===== src/rtl/neuron_step_scheduler_if.sv =====
// Datapath handshake and spike-FIFO pop port of neuron_step_scheduler.
// master = scheduler side, slave = shared neuron datapath / spike consumer.
interface neuron_step_scheduler_if #(
  parameter int IW    = 3,
  parameter int WIDTH = 18
);
  logic                    dp_req;
  logic [IW-1:0]           dp_idx;
  logic signed [WIDTH-1:0] dp_v;
  logic signed [WIDTH-1:0] dp_i;
  logic                    dp_ack;
  logic signed [WIDTH-1:0] dp_v_next;
  logic                    spk_valid;
  logic [IW-1:0]           spk_idx;
  logic                    spk_ready;
  logic                    spk_drop;

  modport master (
    output dp_req, dp_idx, dp_v, dp_i,
    input  dp_ack, dp_v_next,
    output spk_valid, spk_idx, spk_drop,
    input  spk_ready
  );

  modport slave (
    input  dp_req, dp_idx, dp_v, dp_i,
    output dp_ack, dp_v_next,
    input  spk_valid, spk_idx, spk_drop,
    output spk_ready
  );
endinterface


===== src/rtl/neuron_step_scheduler.sv =====
// Sweeps N_NEURONS stored membrane states through one shared datapath per step,
// resets spiking neurons and queues their indices. Option: NEURON_SCHED_REFRACTORY_EN.
module neuron_step_scheduler #(
  parameter int                      N_NEURONS  = 8,
  parameter int                      WIDTH      = 18,
  parameter logic signed [WIDTH-1:0] V_THRESH   = 18'sd4096,
  parameter logic signed [WIDTH-1:0] V_RESET    = '0,
  parameter int                      FIFO_DEPTH = 4,
`ifdef NEURON_SCHED_REFRACTORY_EN
  parameter int                      REFRAC_STEPS = 3,
`endif
  localparam int                     IW = $clog2(N_NEURONS)
) (
  input  logic                    emu_clk,
  input  logic                    emu_rst_n,
  input  logic                    step,
  output logic                    busy,
  output logic                    step_done,
  input  logic                    i_wr_en,
  input  logic [IW-1:0]           i_wr_addr,
  input  logic signed [WIDTH-1:0] i_wr_data,
  neuron_step_scheduler_if.master dp
);

  typedef enum logic [1:0] {IDLE, REQ, WB, DONE} state_t;

  localparam int PW = $clog2(FIFO_DEPTH);

  state_t                  r_state;
  logic [IW-1:0]           r_idx;
  logic signed [WIDTH-1:0] r_v [N_NEURONS];
  logic signed [WIDTH-1:0] r_i [N_NEURONS];
  logic signed [WIDTH-1:0] r_vnext;
  logic                    r_skip;
  logic                    r_busy;
  logic                    r_done;
  logic                    r_req;
  logic [IW-1:0]           r_dp_idx;
  logic signed [WIDTH-1:0] r_dp_v;
  logic signed [WIDTH-1:0] r_dp_i;

  logic [IW-1:0]           r_fifo [FIFO_DEPTH];
  logic [PW:0]             r_wp;
  logic [PW:0]             r_rp;
  logic                    r_drop;

  logic                    w_last;
  logic                    w_enter;
  logic [IW-1:0]           w_slot_idx;
  logic                    w_slot_skip;
  logic                    w_spike;
  logic                    w_push;
  logic                    w_empty;
  logic                    w_full;
  logic                    w_pop;
  logic                    w_accept;
  logic [PW:0]             w_count;

  assign w_last     = (r_idx == IW'(N_NEURONS - 1));
  assign w_enter    = ((r_state == IDLE) && step) || ((r_state == WB) && !w_last);
  assign w_slot_idx = (r_state == IDLE) ? '0 : r_idx + IW'(1);
  assign w_spike    = (r_vnext >= V_THRESH);
  assign w_push     = (r_state == WB) && !r_skip && w_spike;

  always_ff @(posedge emu_clk or negedge emu_rst_n) begin
    if (!emu_rst_n) begin
      for (int unsigned k = 0; k < N_NEURONS; k++) r_i[k] <= '0;
    end else if (i_wr_en) begin
      r_i[i_wr_addr] <= i_wr_data;
    end
  end

  // Operands are captured on slot entry, so current writes landing during REQ
  // only take effect at the next step.
  always_ff @(posedge emu_clk or negedge emu_rst_n) begin
    if (!emu_rst_n) begin
      r_state  <= IDLE;
      r_idx    <= '0;
      r_vnext  <= '0;
      r_skip   <= 1'b0;
      r_busy   <= 1'b0;
      r_done   <= 1'b0;
      r_req    <= 1'b0;
      r_dp_idx <= '0;
      r_dp_v   <= '0;
      r_dp_i   <= '0;
      for (int unsigned k = 0; k < N_NEURONS; k++) r_v[k] <= V_RESET;
    end else begin
      r_done <= 1'b0;
      unique case (r_state)
        IDLE: if (step) r_busy <= 1'b1;
        REQ: begin
          if (dp.dp_ack) begin
            r_vnext <= dp.dp_v_next;
            r_req   <= 1'b0;
            r_state <= WB;
          end
        end
        WB: begin
          r_v[r_idx] <= (r_skip || w_spike) ? V_RESET : r_vnext;
          if (w_last) begin
            r_state <= DONE;
            r_busy  <= 1'b0;
            r_done  <= 1'b1;
          end
        end
        DONE:    r_state <= IDLE;
        default: r_state <= IDLE;
      endcase
      if (w_enter) begin
        r_idx    <= w_slot_idx;
        r_dp_idx <= w_slot_idx;
        r_dp_v   <= r_v[w_slot_idx];
        r_dp_i   <= r_i[w_slot_idx];
        r_skip   <= w_slot_skip;
        r_req    <= !w_slot_skip;
        r_state  <= w_slot_skip ? WB : REQ;
      end
    end
  end

`ifdef NEURON_SCHED_REFRACTORY_EN
  localparam int RW = $clog2(REFRAC_STEPS + 1);

  logic [RW-1:0] r_ref [N_NEURONS];

  assign w_slot_skip = (r_ref[w_slot_idx] != '0);

  always_ff @(posedge emu_clk or negedge emu_rst_n) begin
    if (!emu_rst_n) begin
      for (int unsigned k = 0; k < N_NEURONS; k++) r_ref[k] <= '0;
    end else if (r_state == WB) begin
      if (r_skip)       r_ref[r_idx] <= r_ref[r_idx] - RW'(1);
      else if (w_spike) r_ref[r_idx] <= RW'(REFRAC_STEPS);
    end
  end
`else
  assign w_slot_skip = 1'b0;
`endif

  // Extra pointer bit distinguishes full from empty.
  assign w_count  = r_wp - r_rp;
  assign w_empty  = (r_wp == r_rp);
  assign w_full   = (w_count == (PW + 1)'(FIFO_DEPTH));
  assign w_pop    = !w_empty && dp.spk_ready;
  assign w_accept = w_push && (!w_full || w_pop);

  always_ff @(posedge emu_clk or negedge emu_rst_n) begin
    if (!emu_rst_n) begin
      r_wp   <= '0;
      r_rp   <= '0;
      r_drop <= 1'b0;
      for (int unsigned k = 0; k < FIFO_DEPTH; k++) r_fifo[k] <= '0;
    end else begin
      if (w_accept) begin
        r_fifo[r_wp[PW-1:0]] <= r_idx;
        r_wp                 <= r_wp + (PW + 1)'(1);
      end
      if (w_pop) r_rp <= r_rp + (PW + 1)'(1);
      if (w_push && !w_accept) r_drop <= 1'b1;
    end
  end

  assign busy         = r_busy;
  assign step_done    = r_done;
  assign dp.dp_req    = r_req;
  assign dp.dp_idx    = r_dp_idx;
  assign dp.dp_v      = r_dp_v;
  assign dp.dp_i      = r_dp_i;
  assign dp.spk_valid = !w_empty;
  assign dp.spk_idx   = w_empty ? '0 : r_fifo[r_rp[PW-1:0]];
  assign dp.spk_drop  = r_drop;

endmodule

===== src/flat_wrapper.sv =====
// flat-port wrapper written by rule: the top's interface ports become plain ports
module neuron_step_scheduler_flat 
#(
  parameter int                      N_NEURONS  = 8,
  parameter int                      WIDTH      = 18,
  parameter logic signed [WIDTH-1:0] V_THRESH   = 18'sd4096,
  parameter logic signed [WIDTH-1:0] V_RESET    = '0,
  parameter int                      FIFO_DEPTH = 4,

  localparam int                     IW = $clog2(N_NEURONS)
)
  (emu_clk, emu_rst_n, step, busy, step_done, i_wr_en, i_wr_addr, i_wr_data, dp_dp_req, dp_dp_idx, dp_dp_v, dp_dp_i, dp_dp_ack, dp_dp_v_next, dp_spk_valid, dp_spk_idx, dp_spk_drop, dp_spk_ready);
  neuron_step_scheduler_if #(.WIDTH(WIDTH)) dp_i ();
  input  logic emu_clk;
  input  logic emu_rst_n;
  input  logic step;
  output logic busy;
  output logic step_done;
  input  logic i_wr_en;
  input  logic [IW-1:0] i_wr_addr;
  input  logic signed [WIDTH-1:0] i_wr_data;
  output wire logic [$bits(dp_i.dp_req)-1:0] dp_dp_req;
  output wire logic [$bits(dp_i.dp_idx)-1:0] dp_dp_idx;
  output wire logic [$bits(dp_i.dp_v)-1:0] dp_dp_v;
  output wire logic [$bits(dp_i.dp_i)-1:0] dp_dp_i;
  input wire logic [$bits(dp_i.dp_ack)-1:0] dp_dp_ack;
  input wire logic [$bits(dp_i.dp_v_next)-1:0] dp_dp_v_next;
  output wire logic [$bits(dp_i.spk_valid)-1:0] dp_spk_valid;
  output wire logic [$bits(dp_i.spk_idx)-1:0] dp_spk_idx;
  output wire logic [$bits(dp_i.spk_drop)-1:0] dp_spk_drop;
  input wire logic [$bits(dp_i.spk_ready)-1:0] dp_spk_ready;
  assign dp_dp_req = dp_i.dp_req;
  assign dp_dp_idx = dp_i.dp_idx;
  assign dp_dp_v = dp_i.dp_v;
  assign dp_dp_i = dp_i.dp_i;
  assign dp_i.dp_ack = dp_dp_ack;
  assign dp_i.dp_v_next = dp_dp_v_next;
  assign dp_spk_valid = dp_i.spk_valid;
  assign dp_spk_idx = dp_i.spk_idx;
  assign dp_spk_drop = dp_i.spk_drop;
  assign dp_i.spk_ready = dp_spk_ready;
  neuron_step_scheduler #(.N_NEURONS(N_NEURONS), .WIDTH(WIDTH), .V_THRESH(V_THRESH), .V_RESET(V_RESET), .FIFO_DEPTH(FIFO_DEPTH)) u_core (.emu_clk(emu_clk), .emu_rst_n(emu_rst_n), .step(step), .busy(busy), .step_done(step_done), .i_wr_en(i_wr_en), .i_wr_addr(i_wr_addr), .i_wr_data(i_wr_data), .dp(dp_i));
endmodule

===== config.mk =====
export PLATFORM = sky130hd
export DESIGN_NAME = neuron_step_scheduler_flat
export DESIGN_NICKNAME = d
export VERILOG_FILES = /design/src/rtl/neuron_step_scheduler_if.sv /design/src/rtl/neuron_step_scheduler.sv /design/src/flat_wrapper.sv
export SDC_FILE = /design/constraint.sdc
export NUM_CORES = 1
export LEC_CHECK = 0
export BUFFER_PORTS_ARGS = -buffer_cell sky130_fd_sc_hd__buf_2
export CORE_ASPECT_RATIO = 0.7
export CORE_MARGIN = 5
export CORE_UTILIZATION = 54
export CTS_CLUSTER_DIAMETER = 200
export CTS_CLUSTER_SIZE = 10
export DETAILED_ROUTE_END_ITERATION = 16
export PLACE_DENSITY = 0.72
export SETUP_SLACK_MARGIN = 0.3
export SYNTH_ARGS = -nofsm -noshare
export SYNTH_HDL_FRONTEND = slang
export SYNTH_SLANG_ARGS = --single-unit

===== constraint.sdc =====
create_clock -name emu_clk -period 4.5 [get_ports emu_clk]
set_clock_uncertainty 0.1 [all_clocks]
set_input_delay 0.675 -clock emu_clk [delete_from_list [all_inputs] [get_ports emu_clk]]
set_output_delay 0.675 -clock emu_clk [all_outputs]
set_load 0.02 [all_outputs]

After elaboration in Yosys (flattened, before gate mapping)
Index checks and enable logic that the tools add are counted.
Widths: inputs -> output; s select.
{"block": "op_classes", "add_sub_neg": 4, "mul": 0, "div_mod_pow": 0, "n_lt_le_gt_ge": 9, "n_eq_ne": 10, "n_shift": 0, "mux": 33, "bitwise_logic": 5, "reduce_logical": 24}
{"op": "$bwmux 144", "count": 2}
{"op": "$mux 18", "count": 7}
{"op": "$bmux 18 s3", "count": 2}
{"op": "$demux 18 s3", "count": 2}
{"op": "$ge 18x14->1 const B", "count": 1}
{"op": "$mux 3", "count": 5}
{"op": "$bwmux 12", "count": 1}
{"op": "$ge 4x4->1 const B", "count": 3}
{"op": "$not 3->4", "count": 3}
{"op": "$add 3x1->3 const B", "count": 3}
{"op": "$logic_and 1x1->1", "count": 9}
{"op": "$lt 4x1->1 const B", "count": 2}
{"op": "$mux 1", "count": 7}
{"op": "$bmux 3 s2", "count": 1}
{"op": "$demux 3 s2", "count": 1}
{"op": "$eq 3x3->1 const B", "count": 2}
{"op": "$ge 3x3->1 const B", "count": 2}
{"op": "$mux 2", "count": 3}
{"op": "$not 2->3", "count": 2}
{"op": "$pmux 2 s3", "count": 1}
{"op": "$reduce_and 3->1", "count": 2}
{"op": "$reduce_bool 2->1", "count": 3}
{"op": "$eq 2x2->1 const B", "count": 2}
{"op": "$logic_not 1->1", "count": 4}
{"op": "other kinds (13)", "count": 15}
{"block": "totals", "reg_bits": 369, "latchBits": 0, "ram_bits": 0, "romBits": 0, "inputBits": 45, "out_inout_bits": 47, "word_cells": 116, "memories": 0}

Logic depth before layout (Yosys ltp)
{"block": "logic_depth", "ltp_word": 7, "ltp_mapped": 11, "ltp_nobuf": 7}

Worst setup path before layout
Ideal clock, no wire load.
{"block": "synth_path", "path_type": "in2reg", "from": "input port i_wr_addr[0]", "to": "register u_core.r_i[133] (netlist name)", "setup_ps": 125, "t_arrival_ps": 1937, "t_required_ps": 4275, "slack_ps": 2338, "path_stages": 5, "path_buffers": 2, "cell_sequence": "clkbuf_1 > nand2b_1 > nor3_2 > buf_6 > mux2_2"}
{"block": "synth_via", "elab_chain_cells": 6, "elab_cells_between_ends": 7, "cone_classes": "2 x order compare; 3 x mux; 1 x bitwise; 1 x reduce/logical"}
{"element": "start: declaration", "line": "flat_wrapper.sv:20", "source": "input logic [IW-1:0] i_wr_addr;"}
{"element": "$not 3->4 (not written as such) *", "line": "neuron_step_scheduler.sv:69", "source": "r_i[i_wr_addr] <= i_wr_data;"}
{"element": "$ge 4x4->1 (not written as such) or $lt 4x1->1 (tied branches)", "line": "neuron_step_scheduler.sv:69"}
{"element": "$logic_and 1x1->1 (not written as such)", "line": "neuron_step_scheduler.sv:69"}
{"element": "$mux 18 (not written as such)", "line": "neuron_step_scheduler.sv:69"}
{"element": "$demux 18 s3 *", "line": "neuron_step_scheduler.sv:69"}
{"element": "$bwmux 144 *", "line": "neuron_step_scheduler.sv:69"}
{"element": "end signal: indexed assignment", "line": "neuron_step_scheduler.sv:69"}
{"element": "end: declaration", "line": "neuron_step_scheduler.sv:32", "source": "logic signed [WIDTH-1:0] r_i [N_NEURONS];"}
Every way passes the cells marked *; elsewhere a longest branch is shown, timed or not.
A chain may end at the register's enable or synchronous reset.

Final worst setup path
{"block": "layout_path", "from": "register u_core.r_idx[0]", "to": "register u_core.r_dp_i[14] (netlist: u_core.dp.dp_i[14])"}
{"block": "layout_via", "elab_chain_cells": 6, "elab_cells_between_ends": 10, "cone_classes": "1 x add/sub; 1 x eq/ne; 4 x mux; 1 x bitwise; 3 x reduce/logical"}
{"element": "start: declaration", "line": "neuron_step_scheduler.sv:30", "source": "logic [IW-1:0] r_idx;"}
{"element": "start signal: assignment", "line": "neuron_step_scheduler.sv:111", "source": "r_idx <= w_slot_idx;"}
{"element": "$add 3x1->3", "line": "neuron_step_scheduler.sv:61", "source": "assign w_slot_idx = (r_state == IDLE) ? '0 : r_idx + IW'(1);"}
{"element": "$mux 3", "line": "neuron_step_scheduler.sv:61"}
{"element": "$not 3->4 (not written as such)", "line": "neuron_step_scheduler.sv:114", "source": "r_dp_i <= r_i[w_slot_idx];"}
{"element": "$bmux 18 s3", "line": "neuron_step_scheduler.sv:114"}
{"element": "$mux 18 (not written as such) (2 in a row)", "line": "neuron_step_scheduler.sv:114"}
{"element": "end signal: assignment", "line": "neuron_step_scheduler.sv:114"}
{"element": "end: declaration", "line": "neuron_step_scheduler.sv:40", "source": "logic signed [WIDTH-1:0] r_dp_i;"}
Parallel ways exist; a longest one is shown, timed or not. The select of a mux whose other input is x is not followed.

==> results.txt <==
----------------------------------------------------
[Outcome]
  Outcome ... complete, no violations

[Timing]
  Hold Fails Final Rpt ... 0
  Measured slew at the worst slew-check pin ... 0.943 ns
  Fin Setup TNS ... 0 ns
  Max-slew headroom ... 37.2%
  RSZ-0062 raised after global routing ... false
  F_max ... 0.319 GHz
  Fin crit share ... 69.6%
  Setup slack after layout ... 1.37 ns
  Hold Worst Slack ... 0.128 ns
  Final setup viols ... 0
  Fin crit period ... 3.13 ns
  Final number of max-transition violations ... 0

[Detailed routing]
  Post-route ant nets ... 0
  Total vias in the final route ... 11100
  Routed length per instance ... 19.9 um
  Detailed Route Iter0 Violations ... 878
  Post-route DRC violation count ... 0
  Pre-antenna DRT Iters ... 5
  Final wirelength ... 38300 um
  Number of vias per cell ... 5.77

[Clock network]
  Sinks on Clock Net ... 369
  Clock slew seen by the registers of the worst setup and hold paths ... 0.05 ns
  Clock Tree Buf Depth ... 3
  Number of buffers inserted to repair setup after CTS ... 0
  Clk Tree Root Cell ... sky130_fd_sc_hd__clkbuf_16
  Clk Latency, worst-skew pair ... 0.53 ns
  Post_cts resized ... 0
  Number of buffers created by CTS ... 42
  TritonCTS clock tree ... yes
  Maximum level of the CTS H-tree ... 2
  Post-cts hold buffer count ... 0

[Cells and area]
  Fillers ... 2433
  Nets ... 1565
  Filler-free cell count of the finished design ... 1920
  Final cell area excluding filler cells ... 18500 um2
  Diode insertion count for antenna repair ... 0
  Relative area change from synthesis to final layout ... 12.4%
  Final core utilization ... 61.5%
  Fraction of final layout cells with drive strength greater than 1 ... 25.3%

[Placement]
  Number of buffers added on ports ... 91
  Worst setup slack before clock tree synthesis ... 1.41 ns
  Dpl cells ... 1874
  Cell area after placement ... 17400 um2
  Total half-perimeter wirelength after legalization and detailed placement ... 23300 um
  Routability-driven placement congestion ratio ... 0.787

[Yosys]
  Mapped Cells ... 1433
  Yosys Warn Count ... 0
  Number of flops mapped to enable cells by yosys ... 0
  Synth Area per Inst ... 11.5 um2
  Leading cell types by total area after synthesis ... sky130_fd_sc_hd__dfrtp_1 56%, sky130_fd_sc_hd__mux2_2 13%, sky130_fd_sc_hd__nand2_1 5.1%
  Unique masters post-synth ... 43
  Main flop type after synthesis ... sky130_fd_sc_hd__dfrtp_1
  Top-area cell type share of the netlist area ... 56.1%
  Top cell type by total area after synthesis ... sky130_fd_sc_hd__dfrtp_1
  Synthesized net count ... 1492
  Share of async-settable or async-resettable flops after synthesis ... 100%
  Number of synthesized register bits ... 369
  Syn Std Cell Area ... 16500 um2
  Part of the Yosys area used for sequential elements ... 56.1%

[Power and ir drop]
  Leak pwr ... 8.45 nW
  Peak supply drop ... 399 uV
  Total power ... 12.5 mW
  P per Cell Area ... 674 nW/um2

[Setup path]
  Cell depth of the worst setup path ... 7
  Kind of cell adding the most delay to the critical path ... buffers and inverters
  Combined buffer and inverter count along the critical path ... 2
  Delay of the slowest cell on the worst path ... 0.94 ns
  CP dominant cell by count ... sky130_fd_sc_hd__buf_4
  Internal reg-to-reg setup slack ... 1.37 ns
  Largest fanout on the critical path ... 89
  CP cell instances ... buf_4, nor2_4, buf_4, mux2i_1, a21oi_1, a22oi_1, nand2_1
  Reg-to-Reg End ... u_core.dp.dp_i[14]$_DFFE_PN0P_
  Worst setup EP type ... flip-flop
  Critical path origin ... u_core.r_idx[0]$_DFFE_PN0P_
  Worst r2r path cells ... 7
  Kind of critical path ... reg2reg
  End point of the critical path ... u_core.dp.dp_i[14]$_DFFE_PN0P_
  CP max stage cell ... sky130_fd_sc_hd__dfrtp_4
  Required @ worst endpoint ... 4.81 ns
  Arrival time of the worst setup path ... 3.45 ns
  Reg-to-Reg Start ... u_core.r_idx[0]$_DFFE_PN0P_
  Element type at the critical path start ... flip-flop

[Global route]
  Global-route wire length before repair ... 62300 um
  Antenna violations before repair ... 0
  Number of global-route vias before repair ... 11200
  Global-route congestion overflow total ... 0
  GRT Util Overall ... 22.7%
  Maximum number of pins on one net before global-route repair ... 123

[Floorplanning]
  Width of the chip ... 219 um
  Floorplan row count ... 53
  Vertical die dimension ... 156 um
  Effective utilization at floorplan ... 54.8%
  # IOs ... 92
  Total Die Area ... 34100 um2
  Core Footprint ... 30000 um2

[Run]
  Count of max-cap constraint violations ... 0

[Worst hold path]
  Worst Hold Class ... in2async

----------------------------------------------------
==> flip-flops by register name (all words and copies together), names as in the netlist <==
signal and count:
u_core.r_i 144, u_core.r_v 144, u_core.dp.dp_i 18, u_core.dp.dp_v 18
u_core.r_vnext 18, u_core.r_fifo 12, u_core.r_idx 3, u_core.r_rp 3
u_core.r_wp 3, u_core.r_state 2, u_core.busy 1, u_core.dp.dp_req 1
u_core.dp.spk_drop 1, u_core.step_done 1
==> kinds of logic after synthesis <==
group | count (synthesis) | share of synthesized area (%)
adders and majority gates | 14 | 1.06
buffers and inverters | 105 | 2.83
and+or+nand+nor | 349 | 10.3
DFF | 369 | 56.1
xor gates and xnor gates | 5 | 0.266
muxes | 259 | 17.4
AOI/OAI and AO/OA | 332 | 12.1
==> layer usage <==
metal	GRT usage, %	share of wire, %	vias up
li1	-	-	5182
met1	34.7	49	5585
met2	34.4	45	255
met3	4.02	5.2	62
met4	5.20	1.7	0
met5	0	0	-
==> worst min-delay path by stage <==
stage / to / slack (ns) / cells after the start
floorplan: u_core.busy$_DFFE_PN0P_ / 0.28 / 0
global placement: u_core.dp.spk_drop$_DFFE_PN0P_ / 0.35 / 2
detailed placement: u_core.dp.dp_v[10]$_DFFE_PN0P_ / 0.35 / 2
CTS: u_core.dp.dp_v[0]$_DFFE_PN0P_ / 0.19 / 1
global route: u_core.r_rp[0]$_DFFE_PN0P_ / 0.23 / 1
finish: u_core.r_rp[0]$_DFFE_PN0P_ / 0.13 / 1
==> worst reg2reg max path: stages (launching register included) <==
cell	delay [ns]
sky130_fd_sc_hd__dfrtp_4	0.94
sky130_fd_sc_hd__buf_4	0.90
sky130_fd_sc_hd__nor2_4	0.12
sky130_fd_sc_hd__buf_4	0.34
sky130_fd_sc_hd__mux2i_1	0.25
sky130_fd_sc_hd__a21oi_1	0.09
sky130_fd_sc_hd__a22oi_1	0.22
sky130_fd_sc_hd__nand2_1	0.07
==> cell usage after synthesis, drive strengths merged, types with 2 or more instances <==
master	instances
nand3	11
a21o	2
nor2b	74
inv	10
buf	39
xnor2	5
nand4b	3
and2	7
mux4	3
a21oi	76
a22oi	35
o21ai	140
nand2	233
mux2i	72
nor2	7
o22ai	2
nor3	6
a211oi	71
mux2	184
dfrtp	369
ha	14
nor3b	2
clkbuf	56
nand2b	3
nand4	2
==> cells in the final DEF, fill, tap and decap left out, types with 43 or more instances in the layout <==
| cell type | n |
|---|---|
| sky130_fd_sc_hd__o21ai_0 | 70 |
| sky130_fd_sc_hd__a211oi_1 | 71 |
| sky130_fd_sc_hd__nor2b_1 | 74 |
| sky130_fd_sc_hd__a21oi_1 | 74 |
| sky130_fd_sc_hd__mux2_2 | 184 |
| sky130_fd_sc_hd__clkbuf_16 | 43 |
| sky130_fd_sc_hd__o21ai_1 | 70 |
| sky130_fd_sc_hd__mux2i_1 | 72 |
| sky130_fd_sc_hd__nand2_1 | 224 |
| sky130_fd_sc_hd__dfrtp_1 | 368 |
| sky130_fd_sc_hd__buf_2 | 90 |
==> cell type report <==
| type | instances | area [um2] | share of cell area, % |
|---|---|---|---|
| sequential | 369 | 9240 | 50.0 |
| clock inverter | 1 | 8.76 | 0.0474 |
| inverter | 10 | 37.5 | 0.203 |
| clock buffer | 45 | 1080 | 5.86 |
| multi-input combinational | 959 | 6790 | 36.7 |
| tap | 412 | 515 | 2.79 |
| timing repair buffer | 124 | 813 | 4.40 |
==> power breakdown <==
group / total [mW] / internal, mW / switching [mW]
clock network: 2.91 / 1.68 / 1.23
logic: 4.56 / 1.84 / 2.71
registers: 5.00 / 4.29 / 0.709
total: 12.5 / 7.81 / 4.65
No activity file was read; power rests on OpenSTA's default activity.
